<file path="config.mk">
export PLATFORM = sky130hd
export DESIGN_NAME = uart_rx_loader_flat
export DESIGN_NICKNAME = d
export VERILOG_FILES = /design/src/rtl/uart_rx_loader_pkg.sv /design/src/rtl/uart_rx_loader_if.sv /design/src/rtl/uart_rx_bit_timer.sv /design/src/rtl/uart_rx_loader.sv /design/src/flat_wrapper.sv
export SDC_FILE = /design/constraint.sdc
export NUM_CORES = 1
export LEC_CHECK = 0
export CAP_MARGIN = 40
export CORE_MARGIN = 5
export CORE_UTILIZATION = 40
export DETAILED_ROUTE_END_ITERATION = 10
export SLEW_MARGIN = 0
export SYNTH_ARGS = -nofsm -noshare
export SYNTH_HDL_FRONTEND = slang
export SYNTH_HIERARCHICAL = 1
export SYNTH_SLANG_ARGS = --single-unit
</file>
<file path="constraint.sdc">
create_clock -name clk -period 3.2 [get_ports clk]
set_input_delay 0.48 -clock clk [delete_from_list [all_inputs] [get_ports clk]]
set_output_delay 0.48 -clock clk [all_outputs]
set_load 0.03 [all_outputs]
</file>
<file path="src/rtl/uart_rx_loader_pkg.sv">
// Shared definitions for the matrix-load UART receiver and its transmitter peer.
// Contents: receiver FSM state encoding, serial frame constants, default
// geometry of the matrix RAM, and a helper for the mid-bit sample offset.
package uart_rx_loader_pkg;

  typedef enum logic [1:0] {
    IDLE,
    START,
    DATA,
    STOP
  } rx_state_e;

  localparam logic START_BIT  = 1'b0;
  localparam logic STOP_BIT   = 1'b1;
  localparam int   FRAME_BITS = 10;

  localparam int MAT_DEPTH  = 1024;
  localparam int MAT_ADDR_W = 10;

  // Offset from the start-bit edge to the middle of a bit; 0 at one clock per bit.
  function automatic int half_bit(input int clks_per_bit);
    return clks_per_bit / 2;
  endfunction

endpackage

</file>
<file path="src/rtl/uart_rx_loader_if.sv">
// RAM write bus from the receiver into the matrix memory.
//   wr_en   - one-cycle write strobe
//   wr_addr - write address (current word count)
//   wr_data - received byte, valid with wr_en
//   done    - pulses with the write to the last address of a load
// master: the receiver drives the bus; slave: the RAM / sequencer observes it.
interface uart_rx_loader_if #(
  parameter int ADDR_W = 10,
  parameter int DATA_W = 8
);
  logic              wr_en;
  logic [ADDR_W-1:0] wr_addr;
  logic [DATA_W-1:0] wr_data;
  logic              done;

  modport master (output wr_en, wr_addr, wr_data, done);
  modport slave  (input  wr_en, wr_addr, wr_data, done);
endinterface

</file>
<file path="src/rtl/uart_rx_bit_timer.sv">
// Bit timing for the UART receiver: a clock-per-bit down-counter and the
// data bit index.
//   clk, rst_n  - clock, asynchronous active-low reset
//   abort_i     - return counter and index to 0 (frame aborted)
//   start_i     - start bit seen: load the mid-bit offset, clear the index
//   run_i       - frame in progress, count down
//   step_i      - advance the bit index on each sample (data phase)
//   tick_o      - sample strobe: this cycle is a sample point
//   last_bit_o  - current index is the final data bit
module uart_rx_bit_timer
  import uart_rx_loader_pkg::*;
#(
  parameter int CLKS_PER_BIT = 1,
  parameter int DATA_W       = 8
) (
  input  logic clk,
  input  logic rst_n,
  input  logic abort_i,
  input  logic start_i,
  input  logic run_i,
  input  logic step_i,
  output logic tick_o,
  output logic last_bit_o
);

  localparam int HALF  = half_bit(CLKS_PER_BIT);
  localparam int CNT_W = (CLKS_PER_BIT > 1) ? $clog2(CLKS_PER_BIT) : 1;
  localparam int IDX_W = (DATA_W > 1) ? $clog2(DATA_W) : 1;

  localparam logic [CNT_W-1:0] BIT_RELOAD = CNT_W'(CLKS_PER_BIT - 1);
  // With no half-bit offset the start sample itself confirms the start bit,
  // so the first wait is a full bit period straight to data bit 0.
  localparam logic [CNT_W-1:0] START_LOAD = (HALF == 0) ? BIT_RELOAD : CNT_W'(HALF - 1);
  localparam logic [IDX_W-1:0] LAST_IDX   = IDX_W'(DATA_W - 1);

  logic [CNT_W-1:0] cnt_q, cnt_d;
  logic [IDX_W-1:0] idx_q, idx_d;

  assign tick_o     = run_i && (cnt_q == '0);
  assign last_bit_o = (idx_q == LAST_IDX);

  // NOTE: every variable written here gets a default first, so no path leaves
  // it unassigned and no latch is inferred.
  always_comb begin
    cnt_d = cnt_q;
    idx_d = idx_q;
    if (abort_i) begin
      cnt_d = '0;
      idx_d = '0;
    end else if (start_i) begin
      cnt_d = START_LOAD;
      idx_d = '0;
    end else if (tick_o) begin
      cnt_d = BIT_RELOAD;
      if (step_i) idx_d = idx_q + IDX_W'(1);
    end else if (run_i) begin
      cnt_d = cnt_q - CNT_W'(1);
    end
  end

  // NOTE: state flops use non-blocking assignments so every flop samples the
  // pre-edge value of its neighbours, independent of process ordering.
  always_ff @(posedge clk or negedge rst_n) begin
    if (!rst_n) begin
      cnt_q <= '0;
      idx_q <= '0;
    end else begin
      cnt_q <= cnt_d;
      idx_q <= idx_d;
    end
  end

endmodule

</file>
<file path="src/rtl/uart_rx_loader.sv">
// UART receiver that loads the matrix RAM. Frames are start bit 0, DATA_W
// data bits LSB-first, stop bit 1. Each good byte is written at the next
// sequential address; done pulses with the DEPTH-th write, after which the
// address wraps to 0 and loading continues.
//   clk, rst_n - clock, asynchronous active-low reset
//   rx         - serial line, idle high
//   clear      - synchronous: word count to 0, abort frame, suppress a pending write
//   wr_bus     - RAM write bus (wr_en, wr_addr, wr_data, done), master side
//   frame_err  - one-cycle pulse when a frame ends with a bad stop bit
//   busy       - high while a frame is being received
// Build option RX_SYNC_EN: rx passes through a two-flop synchroniser (reset
// to idle-high); all sample points and the write latency move by 2 cycles.
module uart_rx_loader
  import uart_rx_loader_pkg::*;
#(
  parameter int DATA_W       = 8,
  parameter int DEPTH        = MAT_DEPTH,
  parameter int ADDR_W       = MAT_ADDR_W,
  parameter int CLKS_PER_BIT = 1
) (
  input  logic                     clk,
  input  logic                     rst_n,
  input  logic                     rx,
  input  logic                     clear,
  uart_rx_loader_if.master         wr_bus,
  output logic                     frame_err,
  output logic                     busy
);

  localparam int                HALF      = half_bit(CLKS_PER_BIT);
  localparam logic [ADDR_W-1:0] LAST_ADDR = ADDR_W'(DEPTH - 1);

  logic rx_s;

`ifdef RX_SYNC_EN
  logic [1:0] sync_q, sync_d;

  always_comb sync_d = {sync_q[0], rx};

  always_ff @(posedge clk or negedge rst_n) begin
    if (!rst_n) sync_q <= 2'b11;
    else        sync_q <= sync_d;
  end

  assign rx_s = sync_q[1];
`else
  // rx is already synchronous to clk (internal loopback from the transmitter).
  assign rx_s = rx;
`endif

  rx_state_e         state_q, state_d;
  logic [DATA_W-1:0] shift_q, shift_d;
  logic [DATA_W-1:0] data_q, data_d;
  logic [ADDR_W-1:0] count_q, count_d;
  logic              pend_q, pend_d;
  logic              ferr_q, ferr_d;

  logic tick, last_bit, timer_start, wr_fire, at_last;

  uart_rx_bit_timer #(
    .CLKS_PER_BIT (CLKS_PER_BIT),
    .DATA_W       (DATA_W)
  ) u_timer (
    .clk        (clk),
    .rst_n      (rst_n),
    .abort_i    (clear),
    .start_i    (timer_start),
    .run_i      (state_q != IDLE),
    .step_i     (state_q == DATA),
    .tick_o     (tick),
    .last_bit_o (last_bit)
  );

  // A good frame leaves a write pending for one cycle; clear in that cycle
  // cancels it, which is why the strobe is gated combinationally.
  assign wr_fire = pend_q && !clear;
  assign at_last = (count_q == LAST_ADDR);

  always_comb begin
    state_d     = state_q;
    shift_d     = shift_q;
    data_d      = data_q;
    pend_d      = 1'b0;
    ferr_d      = 1'b0;
    timer_start = 1'b0;
    unique case (state_q)
      IDLE: begin
        if (rx_s == START_BIT) begin
          timer_start = 1'b1;
          state_d     = (HALF == 0) ? DATA : START;
        end
      end
      START: begin
        // A start bit gone high by mid-bit is a glitch: drop it silently.
        if (tick) state_d = (rx_s == START_BIT) ? DATA : IDLE;
      end
      DATA: begin
        if (tick) begin
          shift_d = {rx_s, shift_q[DATA_W-1:1]};
          if (last_bit) state_d = STOP;
        end
      end
      STOP: begin
        if (tick) begin
          state_d = IDLE;
          if (rx_s == STOP_BIT) begin
            pend_d = 1'b1;
            data_d = shift_q;
          end else begin
            ferr_d = 1'b1;
          end
        end
      end
      default: state_d = IDLE;
    endcase
    if (clear) begin
      state_d     = IDLE;
      data_d      = data_q;
      pend_d      = 1'b0;
      ferr_d      = 1'b0;
      timer_start = 1'b0;
    end
  end

  always_comb begin
    count_d = count_q;
    if (clear)        count_d = '0;
    else if (wr_fire) count_d = at_last ? '0 : count_q + ADDR_W'(1);
  end

  always_ff @(posedge clk or negedge rst_n) begin
    if (!rst_n) begin
      state_q <= IDLE;
      shift_q <= '0;
      data_q  <= '0;
      count_q <= '0;
      pend_q  <= 1'b0;
      ferr_q  <= 1'b0;
    end else begin
      state_q <= state_d;
      shift_q <= shift_d;
      data_q  <= data_d;
      count_q <= count_d;
      pend_q  <= pend_d;
      ferr_q  <= ferr_d;
    end
  end

  assign wr_bus.wr_en   = wr_fire;
  assign wr_bus.wr_addr = count_q;
  assign wr_bus.wr_data = data_q;
  assign wr_bus.done    = wr_fire && at_last;
  assign frame_err      = ferr_q;
  assign busy           = (state_q != IDLE);

endmodule

</file>
<file path="src/flat_wrapper.sv">
// flat-port wrapper written by rule: the top's interface ports become plain ports
module uart_rx_loader_flat import uart_rx_loader_pkg::*;
#(
  parameter int DATA_W       = 8,
  parameter int DEPTH        = MAT_DEPTH,
  parameter int ADDR_W       = MAT_ADDR_W,
  parameter int CLKS_PER_BIT = 1
)
  (clk, rst_n, rx, clear, frame_err, busy, wr_bus_wr_en, wr_bus_wr_addr, wr_bus_wr_data, wr_bus_done);
  uart_rx_loader_if #(.ADDR_W(ADDR_W), .DATA_W(DATA_W)) wr_bus_i ();
  input  logic clk;
  input  logic rst_n;
  input  logic rx;
  input  logic clear;
  output logic frame_err;
  output logic busy;
  output wire logic [$bits(wr_bus_i.wr_en)-1:0] wr_bus_wr_en;
  output wire logic [$bits(wr_bus_i.wr_addr)-1:0] wr_bus_wr_addr;
  output wire logic [$bits(wr_bus_i.wr_data)-1:0] wr_bus_wr_data;
  output wire logic [$bits(wr_bus_i.done)-1:0] wr_bus_done;
  assign wr_bus_wr_en = wr_bus_i.wr_en;
  assign wr_bus_wr_addr = wr_bus_i.wr_addr;
  assign wr_bus_wr_data = wr_bus_i.wr_data;
  assign wr_bus_done = wr_bus_i.done;
  uart_rx_loader #(.DATA_W(DATA_W), .DEPTH(DEPTH), .ADDR_W(ADDR_W), .CLKS_PER_BIT(CLKS_PER_BIT)) u_core (.clk(clk), .rst_n(rst_n), .rx(rx), .clear(clear), .wr_bus(wr_bus_i), .frame_err(frame_err), .busy(busy));
endmodule
</file>
==> impl_metrics.ini <==
[cells_and_area]
area_of_the_multi_input_gates_um2 = 662
nNetsFinal = 180
post-route-util = 0.532
drive_above_1_share = 0.161
area.sequential_um2 = 851
area.growth.synth_to_final_pct = 27.8
final-instance-count-excl-fill = 222
final_design_area_no_fill_mm2 = 0.00196
n_antenna_cell = 0
layout.filler_cells = 353

[global_routing]
first_pass_grt_wire_length_um = 5260
pin_count_of_the_biggest_net_entering_global_routing = 35
first_global_vias = 1176
final_global_route_overflow_total = 0
global_route_met1_usage = 0.154
antenna_found_initial = 0
grt_util_met2 = 0.210
top_usage_layer = met2
global_route.usage.total = 0.127
grt_util_met3 = 0.0374

[floorplanning]
fp.dieArea_mm2 = 0.00518
die-height_um = 72.0
core.rowCount = 22
initial_utilization = 0.417
die_extent_in_x_um = 72.0
ioPinCount = 26
core_area_mm2 = 0.00369

[run_status]
outcome = finished clean

[min_path]
hold_class = flop to flop

[cts]
cts_sinks = 34
cts_hold_repair.buffers = 0
cts-resized-gates = 0
cts.htree.levels = 2
cts.path.max_buffers = 2
clock_insertion_delay_worst_skew_ns = 0.28
post-cts-setup-buffers = 0
clock-root-buffer = clkbuf_8
cts-buffers-inserted = 5
tritoncts = yes
cts.reportedPaths.clkPinSlew_ns = 0.07

[route]
detailedRoute.firstIterationViolations = 68
routed_via_density = 5.16
post_drt_wl_per_cell_um = 13.8
firstDrtPassIters = 4
detail_route.wirelength_um = 3060
route.vias.total = 1145
drt_drc_violations_left = 0
antenna_violating_nets_post_route = 0

[worst_setup_path]
worst_setup_path_end_kind = primary output
crit_path_cell_trace = ha_1, and4_2, nand3_1, nor2_1, clkdlybuf4s50_1
crit_path_top_delay_cell = clkdlybuf4s50_1
path_max_fanout = 5
cp.required_ns = 2.72
regToRegSetupSlack_ns = 1.16
start_kind = flop
cp_class = flop to primary output
cp_data_arrival_time_ns = 2.11
crit_path_max_incr_delay_ns = 0.67

[synthesis]
synth.area.top_cells = dfrtp_1 (55%), mux2_2 (7.3%), nand2_1 (7.3%)
number_of_enable_flip_flop_cells_after_synthesis = 0
yosys.area_share.xor_xnor = 0.0228
synth-seq-cells = 34
synth.most_common_cell = dfrtp_1
synth-seq-area-share = 0.554
synthSimpleGateAreaFrac = 0.239
most_used_dff_post_synth = dfrtp_1
synthesized_area_fraction_occupied_by_ao_oa_aoi_and_oai_cells = 0.0415
synth_cells = 141
synth.area.mux_share = 0.103
ys.warnings.count = 6
post_synth_fa_ha_maj_area_fraction = 0.0244
netlist_area_mm2 = 0.00154
main_combinational_cell_family_by_area_after_synthesis = simple AND/OR/NAND/NOR gates
yosys.area.top_type_share = 0.554
synth.avg_cell_area_um2 = 10.9
synthTopCellsByCount = dfrtp_1 (34), nand2_1 (30), mux2_2 (10), nor2_1 (9), nor3b_1 (6)
synthDominantAreaCellType = dfrtp_1
async_reset_ff_frac = 1.00
synth_cell_types = 35
synthesis.nets = 148

[sta]
rsz_0062_raised_after_global_routing = false
worst_pin_slew_ns = 0.724
post-route-worst-setup-slack_ns = 0.609
slew-limit-headroom = 0.514
worst_clock_skew_ns = 0.00302
clock.fmax_mhz = 386
slew_viol_final = 0
setup_tns_ns = 0
finalSetupViolations = 0
period_share = 0.810
final-hold-violation-count = 0
final.min_clock_period_ns = 2.59
fin_worst_hold_slack_ns = 0.481

[place]
buffer_ports.inserted = 25
detailedPlace.worstSlack_ns = 0.755
post-place-cells = 214
placement.cell_area_mm2 = 0.00186
dpl.hpwl_um = 2190
gp_congestion = 0.746

[power_and_ir_drop]
power.total_uw = 944
power_leakage_nw = 0.919
irDropWorstVdd_mv = 0.280
power-per-cell-area_mw_per_mm2 = 481

[job]
maxCapViolations = 0
[cell families after synthesis]
kind of cell,Yosys count
AND/OR/NAND/NOR,71
multiplexers,13
AO/OA/AOI/OAI,10
buffers and inverters,6
adder cells (fa/ha/maj),3
XOR/XNOR,4
flip-flops,34
[state kept, by name, summed over array words and instances (netlist names)]
| name | flops |
|---|---|
| u_core/wr_bus.wr_addr | 10 |
| u_core/shift_q | 8 |
| u_core/wr_bus.wr_data | 8 |
| u_core/u_timer/idx_q | 3 |
| u_core/state_q | 2 |
| u_core/frame_err | 1 |
| u_core/pend_q | 1 |
| u_core/u_timer/cnt_q | 1 |
[layout by cell type (no fill, tap or decap), types with 4 or more instances in the layout]
| master | instances |
|---|---|
| nand2_1 | 30 |
| nand3_1 | 4 |
| mux2_2 | 10 |
| dfrtp_1 | 34 |
| nor3_1 | 4 |
| nor2_1 | 9 |
| a31oi_1 | 4 |
| nor3b_1 | 6 |
| xor2_1 | 4 |
| clkbuf_8 | 5 |
| clkdlybuf4s50_1 | 25 |
[worst max-delay path, delay by kind of cell (launching register included)]
kind | cells | cell delay (ns)
buf+inv | 1 | 0.67
simple gates | 3 | 0.53
flops | 1 | 0.41
fa+ha+maj | 1 | 0.23
[path summary, 6_finish.rpt]
check	to	cells past startpoint	startpoint
max	wr_bus_done	5	u_core/wr_bus.wr_addr[0]
min	u_core/shift_q[0]	2	u_core/shift_q[0]
max reg2reg	u_core/wr_bus.wr_data[6]	6	u_core/state_q[0]
min reg2reg	u_core/shift_q[0]	2	u_core/shift_q[0]
max in group asynchronous	u_core/state_q[0]	2	rst_n
min in group asynchronous	u_core/frame_err	2	rst_n
[metal layers]
| layer | share of wire | vias up |
|---|---|---|
| met2 | 0.50 | 26 |
| met1 | 0.43 | 564 |
| met5 | 0 | - |
| met3 | 0.058 | 5 |
| li1 | - | 550 |
| met4 | 0.014 | 0 |
[area by class of cell]
cell class,count,area share
multi-input combinational,101,0.337
inverter,3,0.00574
clock inverter,1,0.0153
tap,48,0.0306
clock buffer,7,0.0389
timing repair buffer,28,0.139
sequential,34,0.433
[report_power, final]
part	switching, mW	internal, mW	leakage (nW)	total (mW)
Clock	0.144	0.233	0.0524	0.377
Sequential	0.0264	0.464	0.465	0.490
Combinational	0.0444	0.0325	0.401	0.0770
Total	0.215	0.729	0.919	0.944
(Power assumes the default switching activity.)
